<file path="src/rtl/morse_symbol_sequencer_pkg.sv">
// Shared Morse timing constants and sequencer state encoding.
package morse_defs;

  localparam int unsigned DOT_U        = 1;
  localparam int unsigned DASH_U       = 3;
  localparam int unsigned ELEM_GAP_U   = 1;
  localparam int unsigned LETTER_GAP_U = 3;
  localparam int unsigned WORD_GAP_U   = 7;
  localparam int unsigned MAX_ELEM     = 5;

  typedef enum logic [1:0] {
    IDLE     = 2'd0,
    MARCA    = 2'd1,
    ESP_ELEM = 2'd2,
    ESP_FIN  = 2'd3
  } state_t;

  // Value of the per-state unit counter on the tick that ends a duration of u units.
  function automatic logic [2:0] last_unit_of(input int unsigned u);
    return 3'(u - 1);
  endfunction

endpackage

</file>
<file path="src/rtl/morse_symbol_sequencer_timer.sv">
// Morse unit timer: free-running modulo-UNIDAD counter that pulses tick on its last count.
module morse_unit_timer #(
  parameter logic [27:0] UNIDAD = 28'd12_500_000
) (
  input  logic clk,
  input  logic clr,
  input  logic en,
  output logic tick
);

  logic [27:0] cnt;

  // Gate with en so that UNIDAD=1 does not report a tick while idle.
  assign tick = en && (cnt == UNIDAD - 28'd1);

  // Count while enabled, wrap to zero on the tick so cnt never exceeds UNIDAD-1.
  always_ff @(posedge clk) begin
    if (clr) begin
      cnt <= '0;
    end else if (en) begin
      cnt <= tick ? '0 : cnt + 28'd1;
    end
  end

endmodule

</file>
<file path="src/rtl/morse_symbol_sequencer.sv">
// Morse letter sequencer: plays up to five dots/dashes as a keyed tone followed by a letter or word gap.
module morse_symbol_sequencer
  import morse_defs::*;
#(
  parameter logic [27:0] UNIDAD = 28'd12_500_000
) (
  input  logic       clk,
  input  logic       reset,
  input  logic [4:0] simbolo,
  input  logic [2:0] longitud,
  input  logic       palabra,
  input  logic       valido,
  output logic       listo,
  output logic       tono_en,
  output logic       fin_letra
);

  state_t     state;
  state_t     state_next;
  logic       tick;
  logic       accept;
  logic [2:0] units;
  logic [2:0] limit;
  logic [2:0] idx;
  logic [2:0] eff_len;
  logic [4:0] sym_q;
  logic       pal_q;

  // listo is the registered image of IDLE, so it also blocks the cycle right after reset release.
  assign accept  = listo && valido;
  assign eff_len = (longitud > 3'(MAX_ELEM)) ? 3'(MAX_ELEM) : longitud;

  morse_unit_timer #(.UNIDAD(UNIDAD)) u_timer (
    .clk  (clk),
    .clr  (reset || (state == IDLE)),
    .en   (state != IDLE),
    .tick (tick)
  );

  // State register.
  always_ff @(posedge clk) begin
    if (reset) state <= IDLE;
    else       state <= state_next;
  end

  // Next state: each timed state leaves on the tick that completes its last unit.
  always_comb begin
    state_next = state;
    limit      = '0;
    case (state)
      IDLE: begin
        if (accept) state_next = (longitud == 3'd0) ? ESP_FIN : MARCA;
      end
      MARCA: begin
        limit = sym_q[idx] ? last_unit_of(DASH_U) : last_unit_of(DOT_U);
        if (tick && units == limit) state_next = (idx == 3'd0) ? ESP_FIN : ESP_ELEM;
      end
      ESP_ELEM: begin
        limit = last_unit_of(ELEM_GAP_U);
        if (tick && units == limit) state_next = MARCA;
      end
      ESP_FIN: begin
        limit = pal_q ? last_unit_of(WORD_GAP_U) : last_unit_of(LETTER_GAP_U);
        if (tick && units == limit) state_next = IDLE;
      end
      default: state_next = IDLE;
    endcase
  end

  // Units elapsed within the current state; cleared on every state change.
  always_ff @(posedge clk) begin
    if (reset || state == IDLE || state_next != state) units <= '0;
    else if (tick)                                      units <= units + 3'd1;
  end

  // Latch the letter on acceptance and step the element index after each mark.
  always_ff @(posedge clk) begin
    if (accept) begin
      sym_q <= simbolo;
      pal_q <= palabra;
      idx   <= eff_len - 3'd1;
    end else if (state == MARCA && state_next == ESP_ELEM) begin
      idx   <= idx - 3'd1;
    end
  end

  // Registered outputs derived from the upcoming state.
  always_ff @(posedge clk) begin
    if (reset) begin
      listo     <= 1'b0;
      tono_en   <= 1'b0;
      fin_letra <= 1'b0;
    end else begin
      listo     <= (state_next == IDLE);
      tono_en   <= (state_next == MARCA);
      fin_letra <= (state == ESP_FIN) && (state_next == IDLE);
    end
  end

endmodule

</file>
<file path="config.mk">
export PLATFORM = sky130hd
export DESIGN_NAME = morse_symbol_sequencer
export DESIGN_NICKNAME = d
export VERILOG_FILES = /design/src/rtl/morse_symbol_sequencer_pkg.sv /design/src/rtl/morse_symbol_sequencer_timer.sv /design/src/rtl/morse_symbol_sequencer.sv
export SDC_FILE = /design/constraint.sdc
export NUM_CORES = 1
export LEC_CHECK = 0
export ABC_AREA = 1
export CAP_MARGIN = 0
export CORE_MARGIN = 2
export CORE_UTILIZATION = 40
export CTS_CLUSTER_SIZE = 40
export DETAILED_ROUTE_END_ITERATION = 8
export GPL_TIMING_DRIVEN = 1
export REMOVE_ABC_BUFFERS = 1
export SLEW_MARGIN = 15
export SYNTH_ARGS = -nofsm -noshare
export SYNTH_HDL_FRONTEND = slang
export SYNTH_SLANG_ARGS = --single-unit
</file>
<file path="constraint.sdc">
create_clock -name clk -period 1.8 [get_ports clk]
set_clock_uncertainty 0.05 [all_clocks]
set_input_delay 0.18 -clock clk [delete_from_list [all_inputs] [get_ports clk]]
set_output_delay 0.18 -clock clk [all_outputs]
set_load 0.02 [all_outputs]
</file>
# Yosys cells after proc, flatten, opt, wreduce, memory -nomap -nowiden
# Index checks and enable logic that the tools add are counted.
# totals
input_bits	12
word_cells	55
out_inout_bits	3
register_bits	45
# op_classes
n_mux	15
n_eq_ne	9
add_sub_neg	4
n_lt_le_gt_ge	2
n_reduce_logical	16
# ops
operator	count
$add A28 B1 Y28 const B	1
$eq A28 B24 Y1 const B	1
$mux W28	1
$mux W2	6
$mux W3	4
$logic_not A3 Y1	3
$pmux W2 S4	1
$logic_and A1 B1 Y1	7
$eq A2 B2 Y1 const B	3
$sub A3 B1 Y3 const B	2
$eq A2 B1 Y1 const B	2
$logic_not A2 Y1	2
$lt A3 B4 Y1 const B	1
$reduce_bool A2 Y1	2
$add A3 B1 Y3 const B	1
$bmux W1 S3	1
$eq A3 B2 Y1	1
$eq A3 B3 Y1	1
$gt A3 B3 Y1 const B	1
$logic_or A1 B1 Y1	2
$mux W1	2
$ne A2 B2 Y1	1

# Depth between registers and ports, before layout
# Gate-level depths: netlist of run 1.
# depth
depth_word	11
ltp_mapped	15
ltp_nobuf	15

# Cells and area by module
# Synthesis of run 1 repeated with hierarchy kept, for this count alone.
# unflattened
hier_cells	357
hier_area_um2	2527.4
# modules_own_cells
module	seq_area_each_um2	cells_each	area_per_inst_um2	instances
morse_unit_timer	560.5	245	1572.8	1
morse_symbol_sequencer	430.4	112	954.7	1

# Least setup slack after synthesis of run 1
# No wires, ideal clock.
# synth_path
path_kind	register -> register
start	reg listo
end	reg idx[0], enable pin
setup_slack_ns	-0.217
period_less_slack_ns	2.017
setup_ns	0.302
path_buffers	0
t_required_ns	1.448
path_stages_with_launch	8
t_arrival_ns	1.665
cell_sequence	dfxtp_1 nand2_1 inv_1 nand2_1 or4_1 nand3_2 nand4_1 nand2_1
# synth_between
elab_chain_len	6
# synth_lines
item	line_no	text
from (decl)	morse_symbol_sequencer.sv:13	output logic listo,
from (signal assigned)	morse_symbol_sequencer.sv:94	listo <= (state_next == IDLE);
$logic_and A1 B1 Y1 *	morse_symbol_sequencer.sv:30	assign accept = listo && valido;
via accept	morse_symbol_sequencer.sv:21	logic accept;
$mux W2	morse_symbol_sequencer.sv:52	if (accept) state_next = (longitud == 3'd0) ? ESP_FIN : MARCA;
$pmux W2 S4	morse_symbol_sequencer.sv:50	case (state)
$eq A2 B2 Y1	morse_symbol_sequencer.sv:82	end else if (state == MARCA && state_next == ESP_ELEM) begin
$logic_and A1 B1 Y1	morse_symbol_sequencer.sv:82	
$reduce_bool A2 Y1 (no line) *	n/a	
to (signal assigned)	morse_symbol_sequencer.sv:81	idx <= eff_len - 3'd1;
to (signal assigned)	morse_symbol_sequencer.sv:83	idx <= idx - 3'd1;
to (decl)	morse_symbol_sequencer.sv:24	logic [2:0] idx;
# The timed path passes the listed nets; every way through them passes the cells marked *.
# A chain may end at the register's enable or synchronous reset.

# Final worst setup path of run 1
# layout_path
start	reg u_timer.cnt[1]
end	reg idx[0], enable pin
# layout_between
elab_chain_len	8
word_cells_on_any_way	12
classes_between	eq/ne (2); mux (4); reduce/logical (6)
# layout_lines
item	line_no	text
from (decl)	morse_symbol_sequencer_timer.sv:11	logic [27:0] cnt;
from (signal assigned)	morse_symbol_sequencer_timer.sv:21	cnt <= tick ? '0 : cnt + 28'd1;
$eq A28 B24 Y1 *	morse_symbol_sequencer_timer.sv:14	assign tick = en && (cnt == UNIDAD - 28'd1);
$logic_and A1 B1 Y1 *	morse_symbol_sequencer_timer.sv:14	
$logic_and A1 B1 Y1, on equally long branches	morse_symbol_sequencer.sv:64, morse_symbol_sequencer.sv:56, morse_symbol_sequencer.sv:60	
$mux W2, on equally long branches	morse_symbol_sequencer.sv:64, morse_symbol_sequencer.sv:56, morse_symbol_sequencer.sv:60	
$pmux W2 S4 *	morse_symbol_sequencer.sv:50	
$eq A2 B2 Y1 *	morse_symbol_sequencer.sv:82	
$logic_and A1 B1 Y1 *	morse_symbol_sequencer.sv:82	
$reduce_bool A2 Y1 (no line) *	n/a	
# Mark *: on every way between the ends. The rest lies on a longest branch, timed or not.

==> parameters.txt, run 1 <==
Parameter                              Value

Floorplan
  Height of the chip    80.7 microns
  Top-level port count    15
  Standard-cell rows    27
  Die area    6520 sq um
  Chip width    80.7 microns
  Floorplan core area    5610 sq um
  Starting Density    42.0%

Synth
  Synthesis Warnings    0
  Adder-Cell Fraction of Synth Area    2.66%
  Number of flip-flops and latches in the synthesized netlist    45
  Mapped cell area    2350 sq um
  Simple logic cell fraction of the synthesized area    36.0%
  Combinational family with the most area after synthesis    simple AND/OR/NAND/NOR gates
  Mean cell area of the mapped netlist    7.45 sq um
  Share of synthesized area occupied by flip-flops and latches    42.1%
  Distinct cell type count after synthesis    34
  Xor and xnor area share after synthesis    1.49%
  Synthesized instance count    316
  Post-synthesis compound-gate area fraction    8.45%
  Share of synthesized area spent on multiplexers    0.425%

Layout
  Most used cells in the layout excluding fill and tap cells    66 x sky130_fd_sc_hd__buf_4, 60 x sky130_fd_sc_hd__nand2_1, 49 x sky130_fd_sc_hd__inv_1
  Number of antenna repair diodes    0
  Leading cell type in the layout, fill and taps excluded    sky130_fd_sc_hd__buf_4
  Relative area change from synthesis to final layout    46.3%
  Fraction of layout instances using a drive strength above 1    32.4%
  Fin nets    424
  Post-layout utilization of the core    61.4%

STA
  Worst hold slack across all endpoints    0.386 ns
  Setup slack after layout    -0.164 ns
  Number of pins exceeding their max-slew limit in the final report    0
  Setup-failing EPs final    24
  Unrepaired setup endpoints after global routing    true
  Final hold vios    0
  Headroom to the max-slew limit    74.4%
  Minimum clock period    1.96 ns
  Slew at the pin with the worst max-slew slack    0.383 ns
  Peak clock frequency supported by timing    509 MHz
  Period utilisation layout    109%

Critical path
  Setup crit start kind    flop
  Family with the most delay on the worst path    simple AND/OR/NAND/NOR gates
  Stage delay of the slowest cell on the critical path    0.37 ns
  Critical Path Source    u_timer.cnt[1]
  List of cells traversed by the critical path    ha_4, nand2_4, nor2_4, nand3_2, nor2_4, nand3_2, nor2_4, nand3_2, nand2_2, nand2_1, nand2_1, nand4_1, nand2_2
  R2R Path Start    u_timer.cnt[1]
  Slowest stage cell on the critical path    sky130_fd_sc_hd__dfxtp_2
  Setup crit end    idx[0]
  Logic depth of the worst setup path including buffers    13
  Category of the critical setup timing path    reg2reg
  WP data required    1.77 ns
  Crit Path Max Fanout    4
  Data arrival time of the worst path    1.93 ns
  Number of buffer and inverter stages on the critical path    0
  Reg-to-reg endpoint    idx[0]
  Worst Reg2Reg Path Length in Cells    13
  CP Capture Type    flop
  Slack of the worst reg-to-reg path    -0.16 ns

Global route
  Total congestion overflow    0
  First-pass GRT wire length    9380 microns
  Pin count of the biggest net entering global routing    14
  GRT Total Usage    18.6%
  Vias in the first global route    2158
  Antenna violations before repair    0

Worst hold path
  Worst hold path type    in2reg

Drt
  Count of TritonRoute iterations in the first routing pass    4
  Post-route DRC    0
  Starting DRT DRC Count    92
  Routed wire length    5750 microns
  Detail-routed via count per cell    4.71
  Final ANT Viol Nets    0
  Routed len/inst    12.0 microns
  Total via count after detailed routing    2260

Clock network
  Number of buffers created by CTS    5
  Root buffer cell    sky130_fd_sc_hd__clkbuf_8
  CTS Hold Bufs    0
  Sinks on the clock net    45
  Clk_lat worst skew    0.31 ns
  Total number of H-tree levels    2
  Clock transition at the registers of the reported paths    0.08 ns
  Max Buffers Root-to-Sink    2
  TritonCTS clock tree    yes

Placement
  Final Wtd Congestion    0.870
  Placement-stage worst setup slack    -0.210 ns
  Dpl hpwl    4100 microns
  Buffers added on ports    14

Job
  Max-cap violations    0

Power and ir drop
  Switching power    508 uW
  Worst-case vdd ir drop    0.304 mV
  Int Pwr    1600 uW
  Static Leak    0.00144 uW
  Clock group share of total power    35.3%
  Combinational group share of total power    13.5%
  Total power divided by cell area    611 nW/um^2
  Switching part of the total    24.1%
  Part of the power in registers    51.2%

Status
  Violations in the final reports    negative setup slack
  Outcome    complete, but fails checks
metal layers:
metal / vias to the layer above / global-route usage [%] / share of wire (%)
met3: 7 / 3.82 / 3.0
met4: 0 / 4.92 / 1.0
met1: 1032 / 24.2 / 48
met2: 21 / 31.4 / 48
met5: - / 0 / 0
li1: 1200 / - / -
Yosys cell counts:
cell type	count	area [sq um]
sky130_fd_sc_hd__buf_4	1	7.51
sky130_fd_sc_hd__nand3_1	16	80.1
sky130_fd_sc_hd__nand4_2	1	12.5
sky130_fd_sc_hd__nor4_1	3	18.8
sky130_fd_sc_hd__dfxtp_1	36	721
sky130_fd_sc_hd__a22oi_1	1	7.51
sky130_fd_sc_hd__buf_2	1	5.00
sky130_fd_sc_hd__or4_1	1	7.51
sky130_fd_sc_hd__clkinv_2	1	5.00
sky130_fd_sc_hd__a211oi_1	1	7.51
sky130_fd_sc_hd__a21oi_1	18	90.1
sky130_fd_sc_hd__ha_1	5	62.6
sky130_fd_sc_hd__nand2_2	6	37.5
sky130_fd_sc_hd__nor2_1	41	154
sky130_fd_sc_hd__nor3_2	2	20.0
sky130_fd_sc_hd__nor3_1	9	45.0
sky130_fd_sc_hd__edfxtp_1	9	270
sky130_fd_sc_hd__o21a_1	4	30.0
sky130_fd_sc_hd__a31oi_1	2	12.5
sky130_fd_sc_hd__o21ai_2	1	8.76
sky130_fd_sc_hd__inv_2	1	3.75
sky130_fd_sc_hd__mux2i_1	1	10.0
sky130_fd_sc_hd__nand4_1	8	50.1
sky130_fd_sc_hd__nor2_4	5	56.3
sky130_fd_sc_hd__o211ai_1	1	7.51
sky130_fd_sc_hd__nand3_2	4	40.0
sky130_fd_sc_hd__nor2_2	5	31.3
sky130_fd_sc_hd__nor3b_1	3	22.5
sky130_fd_sc_hd__nand2_1	66	248
sky130_fd_sc_hd__xor2_1	4	35.0
sky130_fd_sc_hd__inv_1	50	188
sky130_fd_sc_hd__nor4_2	1	12.5
sky130_fd_sc_hd__o21ai_0	7	35.0
sky130_fd_sc_hd__nor3b_2	1	12.5
flip-flops by register name, summed over array words and instances, names as in the netlist:
signal       cells
fin_letra        1
idx              3
listo            1
pal_q            1
state            2
sym_q            5
tono_en          1
u_timer.cnt     28
units            3
worst register-to-register path, delay by kind of cell, from the launching register on:
family,cells,cell delay (ns)
DFF,1,0.37
adders and majority gates,1,0.16
and+or+nand+nor,12,1.13
power groups by stage:
stage | Sequential, uW | Clock [uW] | Combinational, uW
after floorplan | 1110 | 0 | 110
after global placement | 1100 | 0 | 232
after detailed placement | 1100 | 0 | 234
after CTS | 1080 | 760 | 260
after global routing | 1080 | 812 | 314
final | 1080 | 743 | 283
area by class of cell:
| class | count | area (sq um) |
|---|---|---|
| Sequential cell | 45 | 993 |
| Inverter | 52 | 200 |
| Timing Repair Buffer | 86 | 726 |
| Clock buffer | 8 | 111 |
| Multi-Input combinational cell | 217 | 1320 |
| Tap cell | 72 | 90.1 |
| Fill cell | 519 | 2160 |
logic make-up (layout without fill, tap and decap cells):
group | Yosys count | after routing
adders and majority gates | 5 | 5
AOI/OAI and AO/OA | 35 | 35
and+or+nand+nor | 172 | 172
muxes | 1 | 1
DFF | 45 | 45
buffers and inverters | 54 | 146
xor gates and xnor gates | 4 | 4
what timing repair did:
item | CTS | global route
gates resized for setup | 23 | 27
setup buffers | 11 | 1
endpoints found under the setup margin | 28 | 35
cloned | 0 | 1
hold endpoints to repair | 0 | 0
pin swaps | 7 | 9
stage by stage:
step | TNS (ns) | std cells | total power [uW] | cell area (sq um)
6_report | -2.43 | 480 | 2100 | 3440
5_1_grt | -5.61 | 480 | 2210 | 3440
4_1_cts | -1.26 | 478 | 2100 | 3310
3_5_place_dp | -2.22 | 459 | 1330 | 3020
3_3_place_gp | -1.08 | 459 | 1330 | 3020
2_1_floorplan | -1.87 | 314 | 1220 | 2340
worst min path at each step:
stage,startpoint,endpoint,slack [ns],depth (start not counted)
final,simbolo[2],sym_q[2],0.39,1
after global routing,palabra,pal_q,0.39,1
after CTS,simbolo[2],sym_q[2],0.38,1
after detailed placement,u_timer.cnt[3],u_timer.cnt[3],0.43,2
after global placement,u_timer.cnt[3],u_timer.cnt[3],0.41,2
after floorplan,palabra,pal_q,0.23,0
No activity file was read; power rests on OpenSTA's default activity.
==> run 2: changes to the inputs <==
==> constraint.sdc (replaced) <==
create_clock -name clk -period 1.8 [get_ports clk]
set_clock_uncertainty 0.05 [all_clocks]
set_input_delay 0.36 -clock clk [delete_from_list [all_inputs] [get_ports clk]]
set_output_delay 0.36 -clock clk [all_outputs]
set_load 0.02 [all_outputs]
==> run 2 against run 1 <==
Critical path depth is the same; the run still ends with negative setup slack left; global-route usage decreased by 0.78 points; utilization did not move.
==> parameters.txt, run 2 (same netlist as run 1, synthesis figures left out) <==
Parameter                              Value

Status
  Outcome    complete, but fails checks
  Violations in the final reports    negative setup slack

Critical path
  Setup crit start kind    flop
  Category of the critical setup timing path    reg2reg
  Crit Path Max Fanout    3
  WP data required    1.78 ns
  Data arrival time of the worst path    1.93 ns
  CP Capture Type    flop

Drt
  Routed len/inst    11.9 microns
  Total via count after detailed routing    2303
  Starting DRT DRC Count    79
  Count of TritonRoute iterations in the first routing pass    4
  Detail-routed via count per cell    4.82
  Final ANT Viol Nets    0
  Routed wire length    5700 microns
  Post-route DRC    0

Clock network
  Number of buffers created by CTS    5
  Clk_lat worst skew    0.30 ns
  Root buffer cell    sky130_fd_sc_hd__clkbuf_8
  Total number of H-tree levels    2
  Sinks on the clock net    45
  Clock transition at the registers of the reported paths    0.09 ns
  TritonCTS clock tree    yes
  Max Buffers Root-to-Sink    2
  CTS Hold Bufs    0

STA
  Headroom to the max-slew limit    69.4%
  Fin Setup TNS    -1.12 ns
  Unrepaired setup endpoints after global routing    true
  Peak clock frequency supported by timing    512 MHz
  Period utilisation layout    109%
  Setup-failing EPs final    12
  Setup slack after layout    -0.154 ns
  Minimum clock period    1.95 ns
  Slew at the pin with the worst max-slew slack    0.455 ns
  Final hold vios    0
  Number of pins exceeding their max-slew limit in the final report    0

Layout
  Fin nets    422
  Relative area change from synthesis to final layout    46.3%
  Register area    998 sq um
  Fraction of layout instances using a drive strength above 1    36.5%
  Number of inserted filler cells in the final layout    522
  Number of flip-flops under the largest register name    28
  Post-layout utilization of the core    61.4%
  Leading cell type in the layout, fill and taps excluded    sky130_fd_sc_hd__buf_4
  Number of antenna repair diodes    0
  Reg with most FFs    u_timer.cnt
  Final Cell Area    3440 sq um
  Post-Layout Cell Count    478
  Most used cells in the layout excluding fill and tap cells    65 x sky130_fd_sc_hd__buf_4, 55 x sky130_fd_sc_hd__nand2_1, 47 x sky130_fd_sc_hd__inv_1
  Biggest registers after layout    u_timer.cnt: 28 flops, sym_q: 5 flops
  Footprint of the multi-input gates    1380 sq um

Floorplan
  Standard-cell rows    27
  Starting Density    42.0%
  Top-level port count    15
  Chip width    80.7 microns
  Floorplan core area    5610 sq um
  Die area    6520 sq um
  Height of the chip    80.7 microns

Power and ir drop
  Worst-case vdd ir drop    0.430 mV
  Total Power Consumption    1990 uW
  Total power divided by cell area    577 nW/um^2
  Static Leak    0.00144 uW

Placement
  Buffers added on ports    14
  Post-Place Cells    463
  Final Wtd Congestion    0.809
  Placed cell areas    3050 sq um
  Dpl hpwl    4090 microns

Global route
  GRT Total Usage    17.8%
  First-pass GRT wire length    8920 microns
  Pin count of the biggest net entering global routing    15
  Vias in the first global route    2019
  Total congestion overflow    0
  Antenna violations before repair    0

Job
  Max-cap violations    0

Worst hold path
  Worst hold path type    reg2reg
## run 2: area by class of cell
| type | instances | share of cell area, % |
|---|---|---|
| Clock buffer | 5 | 2.00 |
| Clock inverter | 3 | 0.509 |
| Inverter | 52 | 5.92 |
| Multi-Input combinational cell | 217 | 40.2 |
| Sequential cell | 45 | 29.0 |
| Tap cell | 72 | 2.62 |
| Timing Repair Buffer | 84 | 19.8 |
## run 2: stage by stage
step / setup WS [ns] / hold slack (ns)
after floorplan: -0.217 / 0.380
final: -0.154 / 0.431
after detailed placement: -0.342 / 0.415
after global placement: -0.305 / 0.408
after CTS: -0.127 / 0.429
after global routing: -0.332 / 0.453
## run 2: critical path: stages, from the launching register on
cell and delay [ns]:
sky130_fd_sc_hd__dfxtp_2 0.36, sky130_fd_sc_hd__ha_4 0.15, sky130_fd_sc_hd__nand2_4 0.06, sky130_fd_sc_hd__nor2_4 0.09, sky130_fd_sc_hd__nand3_2 0.09, sky130_fd_sc_hd__nor2_4 0.17
sky130_fd_sc_hd__nand3_2 0.13, sky130_fd_sc_hd__nor2_4 0.13, sky130_fd_sc_hd__nand3_2 0.08, sky130_fd_sc_hd__nand2_1 0.06, sky130_fd_sc_hd__nand2_1 0.06, sky130_fd_sc_hd__nand2_2 0.06
sky130_fd_sc_hd__nand4_1 0.09, sky130_fd_sc_hd__nand2_2 0.11
## run 2: layer usage
metal / vias to the layer above / track usage (%) / wire, microns
met2: 37 / 29.7 / 2790
met5: - / 0 / 0
li1: 1200 / - / -
met1: 1057 / 22.9 / 2610
met4: 0 / 6.10 / 89
met3: 9 / 3.82 / 210
## run 2: worst paths after layout
path	from	to	slack, ns	cells past startpoint
worst max-delay path	u_timer.cnt[1]	idx[1]	-0.15	13
worst min-delay path	u_timer.cnt[3]	u_timer.cnt[3]	0.43	2
worst max register to register	u_timer.cnt[1]	idx[1]	-0.15	13
worst min register to register	u_timer.cnt[3]	u_timer.cnt[3]	0.43	2
## run 2: report_power, final
| group | internal [uW] | switching [uW] |
|---|---|---|
| Combinational | 127 | 151 |
| Clock | 268 | 363 |
| Sequential | 1060 | 15.4 |
| Total | 1460 | 529 |
## run 2: timing repair
action                                 CTS  global route
cloned                                   1             0
endpoints found under the hold margin    0             0
pin swaps                               12            17
setup endpoints to repair               27            28
buffers inserted                         2             5
gates resized for setup                 27            46
==> run 3: changes to the inputs <==
--- a/config.mk
+++ b/config.mk
@@ -7,7 +7,7 @@
 export LEC_CHECK = 0
 export ABC_AREA = 1
 export CAP_MARGIN = 0
-export CORE_MARGIN = 2
+export CORE_MARGIN = 1.5
 export CORE_UTILIZATION = 40
 export CTS_CLUSTER_SIZE = 40
 export DETAILED_ROUTE_END_ITERATION = 8
==> run 3 against run 2 <==
The run still ends with negative setup slack left; flip-flop and latch count stayed put; worst setup slack worse by 0.014 ns; clock power is 3% lower; non-clock buffer count is 9 higher; final area is 3.2% higher; sequential power hardly changed; sequential share of layout area is 0.98 points lower; critical endpoint unchanged; largest cell class unchanged.
==> parameters.txt, run 3 (same netlist as run 1, synthesis figures left out) <==
Parameter                              Value

Layout
  Post-Layout Cell Count    488
  Number of inserted filler cells in the final layout    496
  Reg with most FFs    u_timer.cnt
  Leading cell type in the layout, fill and taps excluded    sky130_fd_sc_hd__buf_4
  Most used cells in the layout excluding fill and tap cells    69 x sky130_fd_sc_hd__buf_4, 56 x sky130_fd_sc_hd__nand2_1, 48 x sky130_fd_sc_hd__inv_1
  Register area    996 sq um
  Number of flip-flops under the largest register name    28
  Footprint of the multi-input gates    1390 sq um
  Relative area change from synthesis to final layout    51.0%
  Biggest registers after layout    u_timer.cnt: 28 flops, sym_q: 5 flops
  Fin nets    432
  Number of antenna repair diodes    0
  Fraction of layout instances using a drive strength above 1    37.5%

Critical path
  WP data required    1.78 ns
  Category of the critical setup timing path    reg2reg
  Crit Path Max Fanout    4
  CP Capture Type    flop
  Setup crit start kind    flop
  Data arrival time of the worst path    1.94 ns
  Worst Reg2Reg Path Length in Cells    13

STA
  Peak clock frequency supported by timing    508 MHz
  Minimum clock period    1.97 ns
  Unrepaired setup endpoints after global routing    true
  Worst hold slack across all endpoints    0.414 ns
  Number of pins exceeding their max-slew limit in the final report    0
  Period utilisation layout    109%
  Slew at the pin with the worst max-slew slack    0.460 ns
  Setup slack after layout    -0.168 ns
  Setup-failing EPs final    25
  Headroom to the max-slew limit    69.1%
  Final hold vios    0

Status
  Outcome    complete, but fails checks
  Violations in the final reports    negative setup slack

Worst hold path
  Count of cells along the worst hold path    2
  Worst hold path type    reg2reg

Clock network
  Clk_lat worst skew    0.30 ns
  CTS Hold Bufs    0
  Root buffer cell    sky130_fd_sc_hd__clkbuf_8
  Clock transition at the registers of the reported paths    0.08 ns
  Max Buffers Root-to-Sink    2
  Sinks on the clock net    45
  Number of buffers created by CTS    5
  Total number of H-tree levels    2
  TritonCTS clock tree    yes

Power and ir drop
  Static Leak    0.00149 uW
  Total Power Consumption    1980 uW
  Total power divided by cell area    556 nW/um^2
  Worst-case vdd ir drop    0.411 mV

Placement
  Final Wtd Congestion    0.858
  Post-Place Cells    464
  Buffers added on ports    14
  Dpl hpwl    4090 microns

Global route
  First-pass GRT wire length    9450 microns
  Total congestion overflow    0
  Vias in the first global route    2182
  Antenna violations before repair    0
  Pin count of the biggest net entering global routing    16
  GRT Total Usage    19.0%

Floorplan
  Top-level port count    15
  Floorplan core area    5610 sq um
  Starting Density    42.0%
  Die area    6360 sq um
  Height of the chip    79.7 microns
  Chip width    79.7 microns
  Standard-cell rows    27

Drt
  Detail-routed via count per cell    4.74
  Routed wire length    5930 microns
  Count of TritonRoute iterations in the first routing pass    4
  Post-route DRC    0
  Total via count after detailed routing    2313
  Routed len/inst    12.1 microns
  Final ANT Viol Nets    0
  Starting DRT DRC Count    114

Job
  Max-cap violations    0
[run 3: changes by cell type in the layout (fill, tap and decap cells not counted), moves of 2 or more]
| cell | change |
|---|---|
| sky130_fd_sc_hd__buf_12 | +2 |
| sky130_fd_sc_hd__dfxtp_1 | +2 |
| sky130_fd_sc_hd__buf_6 | +5 |
| sky130_fd_sc_hd__o21ai_0 | -2 |
| sky130_fd_sc_hd__nor2_1 | -2 |
| sky130_fd_sc_hd__nand2_2 | -2 |
| sky130_fd_sc_hd__clkinv_1 | +2 |
| sky130_fd_sc_hd__dfxtp_2 | -2 |
| sky130_fd_sc_hd__nor2_2 | +2 |
| sky130_fd_sc_hd__nor3b_2 | +2 |
| sky130_fd_sc_hd__buf_4 | +4 |
| sky130_fd_sc_hd__o21ai_2 | +2 |
[run 3: layer usage]
layer	vias to the layer above	GRT usage (%)	share of wire (%)
met3	8	3.66	3.1
met4	0	5.44	1.2
met5	-	0	0
met1	1052	23.2	45
li1	1220	-	-
met2	33	33.6	51
[run 3: area by class of cell]
class	count	share of cell area, %
multi-input combinational	217	39.2
inverter	52	5.63
sequential	45	28.0
tap	72	2.53
timing repair inverter	1	0.211
timing repair buffer	93	22.2
clock inverter	3	0.352
clock buffer	5	1.94
[run 3: path summary, 6_finish.rpt]
| path | slack (ns) | end | start |
|---|---|---|---|
| max | -0.17 | idx[1] | u_timer.cnt[0] |
| min | 0.41 | u_timer.cnt[3] | u_timer.cnt[3] |
| max reg2reg | -0.17 | idx[1] | u_timer.cnt[0] |
| min reg2reg | 0.41 | u_timer.cnt[3] | u_timer.cnt[3] |
[run 3: power breakdown]
part | switching (uW) | leakage (uW) | internal (uW) | total (uW)
sequential | 15.4 | 0.000376 | 1060 | 1080
combinational | 153 | 0.00107 | 135 | 288
clock | 351 | 0.0000430 | 262 | 613
total | 520 | 0.00149 | 1460 | 1980
[run 3: critical path: stages, from the launching register on]
cell and delay, ns:
sky130_fd_sc_hd__dfxtp_2 0.35, sky130_fd_sc_hd__ha_4 0.15, sky130_fd_sc_hd__nand2_4 0.06, sky130_fd_sc_hd__nor2_4 0.09, sky130_fd_sc_hd__nand3_2 0.09, sky130_fd_sc_hd__nor2_4 0.18
sky130_fd_sc_hd__nand3_2 0.12, sky130_fd_sc_hd__nor2_4 0.12, sky130_fd_sc_hd__nand3_2 0.08, sky130_fd_sc_hd__nand2_1 0.06, sky130_fd_sc_hd__nand2_1 0.04, sky130_fd_sc_hd__nand2_1 0.07
sky130_fd_sc_hd__nand4_1 0.10, sky130_fd_sc_hd__nand2_2 0.12
[run 3: stage by stage]
stage,setup TNS [ns],instance area (sq um),worst slack [ns],util [%]
3_5_place_dp,-3.31,3050,-0.348,54.4
2_1_floorplan,-1.87,2340,-0.217,-
4_1_cts,-0.397,3280,-0.102,58.5
3_3_place_gp,-2.78,3050,-0.308,54.4
5_1_grt,-4.75,3560,-0.274,63.4
6_report,-1.62,3560,-0.168,63.4
[run 3: repair_timing]
item / 4_1_cts / 5_1_grt
hold endpoints to repair: 0 / 0
cloned: 1 / 0
gates resized for setup: 23 / 56
pin swaps: 14 / 22
setup buffers: 7 / 8
setup endpoints to repair: 22 / 37
